===== config.mk =====
export PLATFORM = sky130hd
export DESIGN_NAME = tage_hist_sequencer
export DESIGN_NICKNAME = d
export VERILOG_FILES = /design/src/rtl/tage_hist_sequencer_pkg.sv /design/src/rtl/tage_hist_sequencer_fifo.sv /design/src/rtl/tage_hist_sequencer.sv
export SDC_FILE = /design/constraint.sdc
export NUM_CORES = 1
export LEC_CHECK = 0
export CAP_MARGIN = 20
export CORE_MARGIN = 4
export CORE_UTILIZATION = 40
export DETAILED_ROUTE_END_ITERATION = 6
export PLACE_DENSITY = 0.71
export SYNTH_ARGS = -nofsm -noshare
export SYNTH_HDL_FRONTEND = slang
export SYNTH_SLANG_ARGS = --single-unit

===== constraint.sdc =====
create_clock -name CLK -period 7.3 [get_ports CLK]
set_input_delay 1.46 -clock CLK [delete_from_list [all_inputs] [get_ports CLK]]
set_output_delay 1.46 -clock CLK [all_outputs]
set_load 0.01 [all_outputs]

===== src/rtl/tage_hist_sequencer_pkg.sv =====
// Shared definitions for the TAGE history commit sequencer: FSM state encoding
// and watchdog timer sizing.
package tage_hist_sequencer_pkg;

    typedef enum logic [1:0] {
        ST_IDLE  = 2'd0,
        ST_REQ   = 2'd1,
        ST_WAIT  = 2'd2,
        ST_SHIFT = 2'd3
    } seq_state_e;

    // Wide enough for any watchdog limit up to 255 cycles.
    localparam int TIMER_W = 8;

    // Timer value on the last WAIT cycle before the watchdog forces the shift.
    function automatic logic [TIMER_W-1:0] timer_last(input int timeout);
        return TIMER_W'(timeout - 1);
    endfunction

endpackage


===== src/rtl/tage_hist_sequencer_fifo.sv =====
// In-order resolution queue: DEPTH x W circular buffer with push, pop, flush
// and occupancy count. Storage is not reset; only pointers and count are.
module hist_req_fifo
    import tage_hist_sequencer_pkg::*;
#(
    parameter int W     = 33,
    parameter int DEPTH = 4
) (
    input  logic                   CLK,
    input  logic                   reset,
    input  logic                   flush,
    input  logic                   push,
    input  logic [W-1:0]           push_data,
    input  logic                   pop,
    output logic [W-1:0]           pop_data,
    output logic [$clog2(DEPTH):0] count
);
    localparam int PTR_W = $clog2(DEPTH);

    logic [W-1:0]     mem [DEPTH];
    logic [PTR_W-1:0] wr_ptr;
    logic [PTR_W-1:0] rd_ptr;

    assign pop_data = mem[rd_ptr];

    // Pointers wrap naturally because DEPTH is a power of two.
    always_ff @(posedge CLK) begin
        if (!reset || flush) begin
            wr_ptr <= '0;
            rd_ptr <= '0;
            count  <= '0;
        end else begin
            if (push) wr_ptr <= wr_ptr + 1'b1;
            if (pop)  rd_ptr <= rd_ptr + 1'b1;
            case ({push, pop})
                2'b10:   count <= count + 1'b1;
                2'b01:   count <= count - 1'b1;
                default: count <= count;
            endcase
        end
    end

    always_ff @(posedge CLK) begin
        if (push) mem[wr_ptr] <= push_data;
    end

endmodule


===== src/rtl/tage_hist_sequencer.sv =====
// Commits resolved branches to the TAGE history in order: table update first,
// then one history shift, with a watchdog that forces the shift on a lost done.
module tage_hist_sequencer
    import tage_hist_sequencer_pkg::*;
#(
    parameter int PC_LEN  = 32,
    parameter int DEPTH   = 4,
    parameter int TIMEOUT = 15
) (
    input  logic                   CLK,
    input  logic                   reset,
    input  logic                   in_valid,
    output logic                   in_ready,
    input  logic [PC_LEN-1:0]      in_pc,
    input  logic                   in_taken,
    input  logic                   flush,
    output logic                   upd_req,
    output logic [PC_LEN-1:0]      upd_pc,
    output logic                   upd_taken,
    input  logic                   upd_done,
    output logic                   hist_en,
    output logic [PC_LEN-1:0]      hist_pc,
    output logic                   hist_taken,
    output logic [$clog2(DEPTH):0] count,
    output logic                   busy,
    output logic                   timeout_err
);
    localparam int                 CNT_W      = $clog2(DEPTH) + 1;
    localparam logic [TIMER_W-1:0] TIMER_LAST = timer_last(TIMEOUT);

    seq_state_e         state, state_nxt;
    logic [TIMER_W-1:0] timer, timer_nxt;
    logic               timed_out, timed_out_nxt;
    logic [PC_LEN-1:0]  work_pc;
    logic               work_taken;

    logic               active;
    logic               push;
    logic               pop;
    logic [PC_LEN:0]    pop_data;

    // Reset low or flush suppresses every strobe and queue movement this cycle.
    assign active   = reset && !flush;
    assign in_ready = (count < CNT_W'(DEPTH)) && active;
    assign push     = in_valid && in_ready;

    hist_req_fifo #(
        .W     (PC_LEN + 1),
        .DEPTH (DEPTH)
    ) u_fifo (
        .CLK       (CLK),
        .reset     (reset),
        .flush     (flush),
        .push      (push),
        .push_data ({in_taken, in_pc}),
        .pop       (pop),
        .pop_data  (pop_data),
        .count     (count)
    );

    always_comb begin
        state_nxt     = state;
        timer_nxt     = timer;
        timed_out_nxt = timed_out;
        pop           = 1'b0;
        upd_req       = 1'b0;
        hist_en       = 1'b0;
        timeout_err   = 1'b0;

        case (state)
            ST_IDLE: begin
                if (count != '0) begin
                    pop       = 1'b1;
                    state_nxt = ST_REQ;
                end
            end
            ST_REQ: begin
                upd_req       = 1'b1;
                timer_nxt     = '0;
                timed_out_nxt = 1'b0;
                state_nxt     = ST_WAIT;
            end
            ST_WAIT: begin
                if (upd_done) begin
                    state_nxt = ST_SHIFT;
                end else if (timer == TIMER_LAST) begin
                    state_nxt     = ST_SHIFT;
                    timed_out_nxt = 1'b1;
                end else begin
                    timer_nxt = timer + 1'b1;
                end
            end
            ST_SHIFT: begin
                hist_en     = 1'b1;
                timeout_err = timed_out;
                state_nxt   = ST_IDLE;
            end
            default: state_nxt = ST_IDLE;
        endcase

        // The in-flight entry is dropped without a shift; a late done lands in IDLE.
        if (!active) begin
            pop           = 1'b0;
            upd_req       = 1'b0;
            hist_en       = 1'b0;
            timeout_err   = 1'b0;
            state_nxt     = ST_IDLE;
            timer_nxt     = '0;
            timed_out_nxt = 1'b0;
        end
    end

    always_ff @(posedge CLK) begin
        if (!reset) begin
            state      <= ST_IDLE;
            timer      <= '0;
            timed_out  <= 1'b0;
            work_pc    <= '0;
            work_taken <= 1'b0;
        end else begin
            state     <= state_nxt;
            timer     <= timer_nxt;
            timed_out <= timed_out_nxt;
            if (pop) begin
                work_pc    <= pop_data[PC_LEN-1:0];
                work_taken <= pop_data[PC_LEN];
            end
        end
    end

    assign upd_pc     = work_pc;
    assign upd_taken  = work_taken;
    assign hist_pc    = work_pc;
    assign hist_taken = work_taken;
    assign busy       = (state != ST_IDLE) || (count != '0);

endmodule

# ---- After elaboration in Yosys (flattened, before gate mapping)
# Memories as Yosys holds them, arrays and structs flattened. A register that Yosys moved wholly into a read port is not among the register bits.
# Cells that the tools add are included.
dict set report totals {
  ff_bits 18
  ram_bits 132
  input_bits 38
  output_inout_bits 74
  wordCells 63
  mem_count 1
}
# memory words width read_ports rd_ports_with_merged_regs write_ports line
set mem_list {}
lappend mem_list {u_fifo.mem 4 33 1 1 1 tage_hist_sequencer_fifo.sv:20} ;# logic [W-1:0] mem [DEPTH];
dict set report op_classes {
  add_sub_neg 5
  magnitude_cmp 1
  n_eq_ne 11
  muxes 22
  reduce_logical 17
}
# cell count
set op_table {}
lappend op_table {{8-bit two-way mux} 2}
lappend op_table {{8-bit one-hot mux with 2 select lines} 1}
lappend op_table {{1-bit two-way mux} 13}
lappend op_table {{8-bit by 1-bit adder with 8-bit output, second input constant} 1}
lappend op_table {{8-bit by 4-bit equality test with 1-bit output, second input constant} 1}
lappend op_table {{2-bit != test, second input constant} 4}
lappend op_table {{2-bit one-hot mux with 4 select lines} 1}
lappend op_table {{2-bit equality test, second input constant} 3}
lappend op_table {{2-bit two-way mux} 3}
lappend op_table {{3-bit one-hot mux with 2 select lines} 1}
lappend op_table {{3-bit AND reduction} 2}
lappend op_table {{2-bit nonzero test} 3}
lappend op_table {{2-bit by 1-bit adder with 2-bit output, second input constant} 2}
lappend op_table {{2-bit by 1-bit equality test with 1-bit output, second input constant} 2}
lappend op_table {{2-bit AND reduction} 2}
lappend op_table {{3-bit by 1-bit adder with 3-bit output, second input constant} 1}
lappend op_table {{1-bit logical AND} 3}
lappend op_table {{1-bit logical NOT} 3}
lappend op_table {{3-bit < comparator, second input constant} 1}
lappend op_table {{3-bit != test, second input constant} 1}
lappend op_table {{3-bit nonzero test} 1}
lappend op_table {{3-bit by 1-bit subtractor with 3-bit output, second input constant} 1}
lappend op_table {{2-bit logical NOT} 1}
lappend op_table {{1-bit logical OR} 2}
lappend op_table {{1-bit one-hot mux with 2 select lines} 1}

# ---- Depth between registers and ports, before layout
dict set report depth {
  ltp_word 6
  depth_mapped 11
  depth_no_buf 10
}

# ---- By module
# Synthesis repeated with hierarchy kept, for this count alone.
dict set report hier_totals {
  cells_unflattened 472
  hier_area_um2 7328.3
}
# mod n_inst cells_per_inst area_per_inst_um2 seq_area_each_um2
set modules_own_cells {}
lappend modules_own_cells {hist_req_fifo 1 219 5237.5 4144.0}
lappend modules_own_cells {tage_hist_sequencer 1 253 2090.8 880.8}

# ---- Worst setup path before layout
# No wires, ideal clock.
dict set report synth_path {
  kind {input to output}
  from {input port reset}
  to {output port in_ready}
  t_arrival_ns 2.227
  t_required_ns 5.840
  slack_ns 3.613
  stages 5
  path_buffers 3
  path_cell_list {buf_2 -> nand2b_1 -> buf_2 -> buf_1 -> nor2_1}
}
dict set report synth_via {
  elab_chain_len 2
}
# element line
set synth_lines {}
lappend synth_lines {{start, declared} tage_hist_sequencer.sv:11} ;# input logic reset,
lappend synth_lines {{1-bit logical AND} tage_hist_sequencer.sv:43} ;# assign active = reset && !flush;
lappend synth_lines {{1-bit logical AND} tage_hist_sequencer.sv:44} ;# assign in_ready = (count < CNT_W'(DEPTH)) && active;
lappend synth_lines {{end, declared} tage_hist_sequencer.sv:13} ;# output logic in_ready,
# Every way passes these cells.

# ---- Worst setup path in the final report
dict set report layout_path {
  from {input port reset}
  to {register u_fifo.count[2]}
}
dict set report layout_via {
  elab_chain_len 5
  word_cells_on_any_way 10
  cone_classes {eq/ne (2); mux (2); reduce/logical (6)}
}
# element line
set layout_lines {}
lappend layout_lines {{1-bit logical AND} tage_hist_sequencer.sv:43}
lappend layout_lines {{1-bit logical AND} tage_hist_sequencer.sv:44}
lappend layout_lines {{1-bit logical AND} tage_hist_sequencer.sv:45} ;# assign push = in_valid && in_ready;
lappend layout_lines {{2-bit by 1-bit equality test with 1-bit output / 2-bit equality test (equally long branches)} tage_hist_sequencer_fifo.sv:35} ;# case ({push, pop})
lappend layout_lines {{3-bit one-hot mux with 2 select lines / 2-bit nonzero test (equally long branches)} n/a}
lappend layout_lines {{end signal, assigned} tage_hist_sequencer_fifo.sv:36} ;# 2'b10: count <= count + 1'b1;
lappend layout_lines {{end signal, assigned} tage_hist_sequencer_fifo.sv:37} ;# 2'b01: count <= count - 1'b1;
lappend layout_lines {{end signal, assigned} tage_hist_sequencer_fifo.sv:38} ;# default: count <= count;
lappend layout_lines {{end, declared} tage_hist_sequencer_fifo.sv:16} ;# output logic [$clog2(DEPTH):0] count
# Parallel ways exist; a longest one is shown, timed or not.
# A chain may end at the register's enable or synchronous reset.

==> flow_summary.json <==
{
  "status": "completed",
  "holdPathEnd": "timed_out$_SDFFE_PN0P_",
  "ios": 112,
  "dieArea_um2": 20400,
  "fin_util_pct": 49.6,
  "io_buffers": 111,
  "antenna_cells": 0,
  "postRouteAntennaNets": 0,
  "place_congestion": 0.700,
  "remaining_drc_errors": 0,
  "ctsHoldBuffers": 0,
  "grt_pass1_wl_mm": 22.5,
  "setup_tns_ns": 0,
  "fmax_ghz": 0.207,
  "synth-edff-count": 132,
  "routed_wire_length_per_instance_um": 17.8,
  "crit_arrival_ns": 5.17,
  "drt_iter0_drc": 251,
  "grt_overflow": 0,
  "slowest_stage": "inv_2",
  "synth-main-ff-cell": "edfxtp_1",
  "ys_seq_area_share_pct": 68.6,
  "grt_pass1_vias": 4145,
  "die_x_um": 143,
  "clk_pin_slew_ns": 0.06,
  "r2r_cells": 10,
  "vias": 4006,
  "peakVddDrop_mv": 0.176,
  "period_share_pct": 66.2,
  "worstSetupPathType": "input pin to flop",
  "core_um2": 17900,
  "ys_ff_latch": 183,
  "clock_latency_ns": 0.43,
  "worstSetupStartpointType": "input pin",
  "p_leak_nw": 2.99,
  "min_path_cells": 2,
  "yosysUniqueCellTypes": 47,
  "vias_per_cell": 5.04,
  "drv_slew": 0,
  "path_cells": "buf_2 -> and2b_1 -> nand3_2 -> inv_2 -> ha_1 -> inv_1 -> fa_1 -> xor2_1 -> or3_1 -> a21oi_1",
  "drv_cap": 0,
  "async_flop_share_pct": 0,
  "nFillCells": 1501,
  "first_pass_iters": 4,
  "synthesis.nets": 527,
  "finalClockSkew_ns": 0.0133,
  "wl_mm": 14.2,
  "grt_max_degree": 37,
  "root_buffer": "clkbuf_16",
  "h-tree-depth": 4,
  "synth.avg_cell_area_um2": 15.3,
  "die_h_um": 143,
  "rsz0062_at_grt": "no",
  "cts_sinks": 183,
  "synthCells": 476,
  "critPathRequiredTime_ns": 7.63,
  "cts_setup_buffers": 0,
  "drive_gt1_share_pct": 13.4,
  "hold_viol": 0,
  "worstMarginPinSlew_ns": 0.946,
  "cts_buffer_depth": 2,
  "final-setup-viol-count": 0,
  "start_util_pct": 40.6,
  "rows": 49,
  "cts_resized": 0,
  "critical_path.max_stage_delay_ns": 0.83,
  "min_period_ns": 4.83,
  "crit_fanout": 36,
  "cts_made_buffers": 17,
  "yosysWarnings": 0,
  "holdCritStartpoint": "timed_out$_SDFFE_PN0P_",
  "reg2reg_to": "u_fifo.count[2]$_SDFFE_PP0P_",
  "reg2reg_slack_ns": 3.69,
  "nets": 604,
  "cts_tree": "yes",
  "end_kind": "flop",
  "min_path_type": "flop to flop",
  "power-per-cell-area_nw_per_um2": 232,
  "antenna_found_initial": 0,
  "slew_headroom_pct": 36.9,
  "fin_ws_ns": 2.47,
  "r2r-start": "state[0]$_SDFFE_PN0P_",
  "dp_hpwl_mm": 8.78,
  "hold_ws_ns": 0.475,
  "syn_area_um2": 7270,
  "grt_use_total_pct": 14.6,
  "area_delta_synth_final_pct": 22.0,
  "place_ws_ns": 1.98
}
## cell usage after synthesis, types with 3 or more instances
cell      count  area [µm²]
a21oi_1      11        55.1
a31oi_1       3        18.8
and2_1        7        43.8
buf_2        10        50.1
buf_4        36         270
clkbuf_1      5        18.8
dfxtp_1      51        1020
edfxtp_1    132        3960
ha_1         12         150
inv_1         8        30.0
mux4_2       33         743
nand2_1      73         274
nand2b_1      4        25.0
nand3_1      39         195
nor2_1       10        37.5
or3_1         3        18.8
xor2_1        3        26.3
## cell families after synthesis
group	synth area share, %
muxes	10.4
buffers and inverters	5.44
xor gates and xnor gates	0.602
adders and majority gates	2.34
DFF	68.6
AOI/OAI and AO/OA	3.10
and+or+nand+nor	9.60
## metal layers
metal	track usage [%]	vias to the layer above	wire [µm]
met4	4.05	0	105
met2	24.5	125	7230
met1	18.9	1989	6020
met5	0	-	0
met3	3.75	10	817
li1	-	1882	-
## final cells by class
class                           instances  area, µm²  area share [%]
Sequential cell                       183       4990            56.2
Multi-Input combinational cell        229       1900            21.4
Timing Repair Buffer                  112       1110            12.6
Clock buffer                           22        444            5.01
Tap cell                              229        287            3.23
Clock inverter                         10        106            1.20
Inverter                               10       37.5           0.423
## where the power goes
group / internal (W) / switching, W
combinational: 0.0000353 / 0.0000329
sequential: 0.00112 / 0.00000406
clock: 0.000500 / 0.000362
total: 0.00166 / 0.000398
## how the worst max path moves through the flow
| stage | from | cells after the start | to | slack (ns) |
|---|---|---|---|---|
| floorplan | reset | 5 | in_ready | 3.61 |
| global placement | reset | 10 | u_fifo.count[2]$_SDFFE_PP0P_ | 2.16 |
| detailed placement | reset | 10 | u_fifo.count[2]$_SDFFE_PP0P_ | 1.98 |
| CTS | reset | 10 | u_fifo.count[2]$_SDFFE_PP0P_ | 2.43 |
| global route | reset | 10 | u_fifo.count[2]$_SDFFE_PP0P_ | 2.14 |
| finish | reset | 10 | u_fifo.count[2]$_SDFFE_PP0P_ | 2.47 |
## state kept, by name, summed over array words and instances (netlist names)
register,count
state,2
u_fifo.rd_ptr,2
timer,8
u_fifo.wr_ptr,2
hist_taken,1
hist_pc,32
u_fifo.mem,132
timed_out,1
u_fifo.count,3
## critical path: cells and delay by family
family,cells,cell delay [ns]
AOI/OAI and AO/OA,1,0.15
buffers and inverters,3,1.41
xor gates and xnor gates,1,0.16
and+or+nand+nor,3,1.27
adders and majority gates,2,0.68
## cells in the final DEF, fill, tap and decap left out, types with 2 or more instances in the layout
cell type | netlist | routed
dfxtp_2 | 0 | 2
or3_1 | 3 | 3
nand3_1 | 39 | 39
a21oi_2 | 2 | 2
nor2_1 | 10 | 10
and2_1 | 7 | 3
bufinv_16 | 0 | 2
inv_1 | 8 | 8
edfxtp_1 | 132 | 132
xnor2_1 | 2 | 2
clkdlybuf4s50_1 | 0 | 110
nand2b_1 | 4 | 4
a21o_1 | 2 | 2
clkbuf_16 | 0 | 17
a21oi_1 | 11 | 11
xor2_1 | 3 | 3
clkinv_2 | 0 | 2
nand2_1 | 73 | 73
and2_2 | 0 | 4
clkinvlp_4 | 0 | 2
dfxtp_1 | 51 | 49
a41o_1 | 2 | 2
ha_1 | 12 | 12
a31oi_1 | 3 | 3
clkbuf_1 | 5 | 5
mux4_2 | 33 | 33
inv_2 | 2 | 2
clkinv_1 | 0 | 2
## stage by stage
stage	area [µm²]	total power, W	std cells
final	8870	0.00206	795
after global routing	8870	0.00212	795
after CTS	8870	0.00207	795
after detailed placement	8320	0.00122	763
after global placement	8320	0.00121	763
after floorplan	7270	0.00118	476
(Power assumes the default switching activity.)
